$ cat src/rtl/instr_mem_loader.sv
// Packs a big-endian byte stream into 32-bit words and writes them to instruction memory.
// 5 cycles/word at full rate (4 accepts + 1 write strobe); byte_ready_o drops during the write and outside a load.
module instr_mem_loader #(
    parameter int unsigned DEPTH     = 65,
    parameter logic [31:0] BASE_ADDR = 32'h0
) (
    input  logic        clk_i,
    input  logic        rst_i,
    input  logic        start_i,
    input  logic [15:0] len_i,
    input  logic [7:0]  byte_i,
    input  logic        byte_valid_i,
    output logic        byte_ready_o,
    output logic        we_o,
    output logic [31:0] waddr_o,
    output logic [31:0] wdata_o,
    output logic        busy_o,
    output logic        done_o,
    output logic        err_o
);

    typedef enum logic [1:0] {IDLE, LOAD, WRITE, DONE} state_t;

    state_t      state;
    logic [15:0] idx;
    logic [15:0] len_q;
    logic [1:0]  bcnt;
    logic [23:0] partial;

    always_ff @(posedge clk_i) begin
        if (!rst_i) begin
            state        <= IDLE;
            idx          <= '0;
            len_q        <= '0;
            bcnt         <= '0;
            partial      <= '0;
            byte_ready_o <= 1'b0;
            we_o         <= 1'b0;
            waddr_o      <= '0;
            wdata_o      <= '0;
            busy_o       <= 1'b0;
            done_o       <= 1'b0;
            err_o        <= 1'b0;
        end else begin
            we_o <= 1'b0;
            case (state)
                IDLE, DONE: begin
                    if (start_i) begin
                        idx     <= '0;
                        bcnt    <= '0;
                        len_q   <= len_i;
                        done_o  <= 1'b0;
                        err_o   <= 1'b0;
                        if (len_i == 16'd0) begin
                            state  <= DONE;
                            done_o <= 1'b1;
                        end else if (32'(len_i) > DEPTH) begin
                            state  <= DONE;
                            done_o <= 1'b1;
                            err_o  <= 1'b1;
                        end else begin
                            state        <= LOAD;
                            busy_o       <= 1'b1;
                            byte_ready_o <= 1'b1;
                        end
                    end
                end
                LOAD: begin
                    if (byte_valid_i) begin
                        partial <= {partial[15:0], byte_i};
                        bcnt    <= bcnt + 2'd1;
                        // Fourth byte completes the word: strobe it out next cycle.
                        if (bcnt == 2'd3) begin
                            state        <= WRITE;
                            byte_ready_o <= 1'b0;
                            we_o         <= 1'b1;
                            waddr_o      <= BASE_ADDR + {14'd0, idx, 2'b00};
                            wdata_o      <= {partial, byte_i};
                        end
                    end
                end
                WRITE: begin
                    idx <= idx + 16'd1;
                    if ((idx + 16'd1) < len_q) begin
                        state        <= LOAD;
                        byte_ready_o <= 1'b1;
                    end else begin
                        state  <= DONE;
                        busy_o <= 1'b0;
                        done_o <= 1'b1;
                    end
                end
                default: state <= IDLE;
            endcase
        end
    end

endmodule
$ cat config.mk
export PLATFORM = sky130hd
export DESIGN_NAME = instr_mem_loader
export DESIGN_NICKNAME = d
export VERILOG_FILES = /design/src/rtl/instr_mem_loader.sv
export SDC_FILE = /design/constraint.sdc
export NUM_CORES = 1
export LEC_CHECK = 0
export CELL_PAD_IN_SITES_DETAIL_PLACEMENT = 1
export CELL_PAD_IN_SITES_GLOBAL_PLACEMENT = 2
export CORE_MARGIN = 3
export CORE_UTILIZATION = 33
export DETAILED_ROUTE_END_ITERATION = 6
export PLACE_DENSITY = 0.93
export SLEW_MARGIN = 20
export SYNTH_ARGS = -nofsm -noshare
export SYNTH_HDL_FRONTEND = slang
export SYNTH_SLANG_ARGS = --single-unit
$ cat constraint.sdc
create_clock -name clk_i -period 5.31 [get_ports clk_i]
set_input_delay 0.531 -clock clk_i [delete_from_list [all_inputs] [get_ports clk_i]]
set_output_delay 0.531 -clock clk_i [all_outputs]
set_load 0.03 [all_outputs]
Word level (Yosys, flattened, before mapping). Cells that the tools add are included.

$add $sub $neg: 2. Order comparisons: 2. Eq/ne operators: 11. Mux-type cells: 28. Reduce and logical (&&, ||, !) cells: 15.

Operator list (count): 16-bit case mux with 2 select lines (1); 16-bit by 1-bit adder with 16-bit output, second input constant (1); 16-bit by 7-bit greater-than comparator with 1-bit output, second input constant (1); 16-bit logical NOT (1); 16-bit less-than comparator (1); 16-bit two-way mux (1); 2-bit two-way mux (8); 3-bit AND reduction (5); 2-bit inequality test, second input constant (7); 1-bit two-way mux (13); 2-bit == test, second input constant (3); 2-bit case mux with 3 select lines (1); 2-bit AND reduction (3); 6-bit AND reduction (1); 5-bit AND reduction (1); 1-bit case mux with 2 select lines (2); 2-bit case mux with 2 select lines (1); 2-bit nonzero test (2); 1-bit case mux with 3 select lines (1); 2-bit by 1-bit adder with 2-bit output, second input constant (1); 2-bit by 1-bit == test with 1-bit output, second input constant (1); 2-bit logical NOT (1); 2-bit OR reduction (1).

Flip-flop bits (word level): 113. Bits of input ports: 28. Output and inout bits: 69. Logic and storage cells: 70.

Depth between registers and ports, before layout.
Word-level depth: 5. Depth in mapped cells: 12. Gate-level depth less buffers: 12.

Worst setup path after synthesis. Ideal clock, no wire load.

Path type: register -> register. Start point: register idx[0]. End point: register busy_o. Library setup time: 116 ps. Data arrival time: 2505 ps. Data required time: 5194 ps. Setup slack: 2690 ps. Cell stages (with the launch flop): 11. Buffers on the path: 0. Clock period less this slack: 2620 ps. Cell sequence: dfxtp_1 ha_1 nand3_1 nor3_1 nand3_1 xnor2_1 ha_1 nand2_1 o41ai_2 a21oi_1 a31o_1.

Word-level cells in the longest chain between the ends: 4.

Ends and longest elaborated chain: start: declaration (RTL line 25) `logic [15:0] idx;`; start signal: assignment (RTL line 83) `idx <= idx + 16'd1;`; 16-bit by 1-bit adder with 16-bit output (RTL line 84) `if ((idx + 16'd1) < len_q) begin`; 16-bit less-than comparator (RTL line 84); 2-bit inequality test (no line); 5-bit AND reduction (no line); end signal: assignment (RTL line 41) `busy_o <= 1'b0;`; end signal: assignment (RTL line 63) `busy_o <= 1'b1;`; end signal: assignment (RTL line 89) `busy_o <= 1'b0;`; end: declaration (RTL line 17) `output logic busy_o,`.

No other way between the ends. A chain may end at the register's enable or synchronous reset.

Worst setup path after layout.
Start point: register idx[4]. End point: register busy_o.

Same word-level chain as after synthesis.

==> metrics.csv <==
metric,value,unit
status,"complete, no violations",
start_util,0.3394,
drtIter0Drc,256,
seqPwrFrac,0.368,
setup_viol,0,
drv_slew,0,
grt_max_degree,81,
worst_path_largest_cell_delay,0.55,ns
fmax,316.1,MHz
synth_async_sr_flop_share,0,
synth_compound_area_frac,0.2017,
yosys.area_share.simple,0.2229,
synth_flop_cell,dfxtp_1,
multi_input_area,2650,um^2
routedWlPerCell,15.06,um
post_cts_buffers,0,
synth_area_leaders,"dfxtp_1, nand2_1, a21boi_0, ha_1, clkbuf_1",
p_int,0.001801,W
synth.avg_cell_area,8.121,um^2
synth_xor_area_frac,0.02359,
cts.clk_slew.worst_paths,0.05,ns
cpMostUsedCell,nand3_1,
synth_mux_area_frac,0.001926,
cts_hold_buf,0,
clkPwrFrac,0.423,
p_per_area,390.3,nW/um^2
hp-class,register to register,
critPathCaptureType,register,
post-route-util,0.4339,
skew,0.007138,ns
root_buffer,clkbuf_16,
yosysMostFrequentCell,nand2_1,
hold_viol,0,
setup.worst_path.start_class,register,
die_height,131.5,um
period_share,0.5958,
ant_nets,0,
swShare,0.3054,
antenna_found_initial,0,
synth_top_family_by_area,simple AND/OR/NAND/NOR gates,
seqCellArea,2262,um^2
p_sw,0.0007920,W
clkLatencyLatePin,0.40,ns
leakage,2.351,nW
portBuffers,80,
drcViolationCount,0,
syn_area,5197,um^2
nets,751,
cts_buffer_depth,2,
syn-instance-count,640,
drt_pre_antenna_iters,4,
grt_pass1_vias,4686,
critical_path_class,register to register,
ys_warn_count,0,
path_cells,nand3_1 > nor4_2 > nand3_1 > xnor2_1 > ha_1 > nand2_1 > o41ai_2 > a21oi_1 > a31o_1,
cts.sinks,113,
cp_data_arrival_time,3.45,ns
grtUsageTotal,0.1665,
cts_tree,yes,
cap_viol_max_count,0,
synth_cell_types,40,
synth_top_area_share,0.4352,
diodes,0,
grt_overflow,0,
synth_edf_count,0,
cp_slowest_cell,nor4_2,
area_delta_synth_final,27.85,%
wl,13.93,mm
ys_seq_elements,113,
drive_above_1_share,0.05322,
dpl.hpwl,9.815,mm
die_area,17290,um^2
path_max_fanout,6,
critPathRequiredTime,5.60,ns
final.setup.tns,0,ns
combPwrFrac,0.209,
synth-adder-area-share,0.04815,
fp.dieW,131.5,um
row_count,45,
rsz0062_at_grt,no,
synth_top_area_cell,dfxtp_1,
grt_pass1_wl,23.96,mm
cts_made_buffers,17,
ctsHtreeMaxLevel,4,
synth_common_cells,"nand2_1, dfxtp_1, a21boi_0, clkbuf_1, inv_1",
max-vdd-ir-drop,0.2881,mV
worst_pin_slew,0.9565,ns
fill_cells,1830,
gp_congestion,0.7828,
ys_seq_area_frac,0.4352,
min_period,3.164,ns
coreArea,15310,um^2
relSlewSlack,0.3556,
num_vias,4464,
io_pins,97,
cts_resized,0,
routed_via_density,4.826,
power groups by stage:
| stage | logic, W | clock network (W) | registers (W) |
|---|---|---|---|
| finish | 0.000541 | 0.00110 | 0.000955 |
| detailed placement | 0.000533 | 0 | 0.000973 |
| global route | 0.000608 | 0.00116 | 0.000962 |
| global placement | 0.000511 | 0 | 0.000967 |
| floorplan | 0.000372 | 0 | 0.000980 |
| CTS | 0.000544 | 0.00112 | 0.000955 |
logic make-up (layout without fill, tap and decap cells):
logic type | after synthesis | in the layout
AND/OR/NAND/NOR | 269 | 269
other | 1 | 16
adder cells (fa/ha/maj) | 20 | 20
AO/OA/AOI/OAI | 147 | 147
buffers and inverters | 75 | 134
multiplexers | 1 | 1
flip-flops | 113 | 113
XOR/XNOR | 14 | 14
flip-flops by register name, indices dropped and copies added (netlist names):
signal / count
bcnt: 2
busy_o: 1
byte_ready_o: 1
done_o: 1
err_o: 1
idx: 16
len_q: 16
partial: 24
state: 2
waddr_o: 16
wdata_o: 32
we_o: 1
worst paths after layout:
path                                                from                       end  slack (ns)  cells after the start
worst max register to register       idx[4]$_SDFFE_PN0P_       busy_o$_SDFFE_PN0P_        2.15                      9
worst min-delay path            waddr_o[10]$_SDFFE_PN0P_  waddr_o[10]$_SDFFE_PN0P_        0.46                      2
worst max-delay path                 idx[4]$_SDFFE_PN0P_       busy_o$_SDFFE_PN0P_        2.15                      9
worst min register to register  waddr_o[10]$_SDFFE_PN0P_  waddr_o[10]$_SDFFE_PN0P_        0.46                      2
metrics by stage:
| stage | instances | cell area, um^2 | power, W | hold slack, ns | setup WS, ns |
|---|---|---|---|---|---|
| global placement | 895 | 6073 | 0.001479 | 0.4555 | 2.124 |
| floorplan | 655 | 5254 | 0.001352 | 0.4412 | 2.690 |
| CTS | 925 | 6643 | 0.002615 | 0.4684 | 2.135 |
| global route | 925 | 6645 | 0.002733 | 0.4879 | 1.870 |
| detailed placement | 895 | 6073 | 0.001505 | 0.4613 | 1.947 |
| finish | 925 | 6645 | 0.002593 | 0.4636 | 2.146 |
cell usage in the layout (no fill, tap or decap), types with 6 or more instances in the layout:
master	Yosys	final
inv_1	21	21
a21oi_1	16	16
nor3_1	11	11
a21boi_0	91	91
ha_1	20	20
and2_1	7	7
dfxtp_1	113	113
conb_1	1	16
clkbuf_16	0	17
clkdlybuf4s50_1	0	79
nand2_1	199	199
nand3_1	13	13
xor2_1	6	6
o21ai_0	16	16
xnor2_1	8	8
nor2_1	7	7
nor2b_1	14	14
a22oi_1	9	9
worst max-delay path: cells and delay by family, from the launching register on:
family / cells / cell delay [ns]
AOI/OAI and AO/OA: 3 / 0.94
DFF: 1 / 0.45
xor gates and xnor gates: 1 / 0.21
and+or+nand+nor: 4 / 1.13
adders and majority gates: 1 / 0.31
area by class of cell:
cell class                 count  share of cell area
clock inverter                10             0.01695
multi-input combinational    467              0.3988
tap                          211             0.03973
sequential                   113              0.3404
clock buffer                  20             0.06873
inverter                      21             0.01186
timing repair buffer          83              0.1235
layer usage:
| layer | vias to the layer above | global-route usage | wire (um) |
|---|---|---|---|
| met4 | 0 | 0.05601 | 183 |
| met5 | - | 0 | 0 |
| met1 | 2143 | 0.2261 | 6908 |
| met3 | 15 | 0.03637 | 568 |
| met2 | 83 | 0.2622 | 6274 |
| li1 | 2223 | - | - |
(Power assumes the default switching activity.)
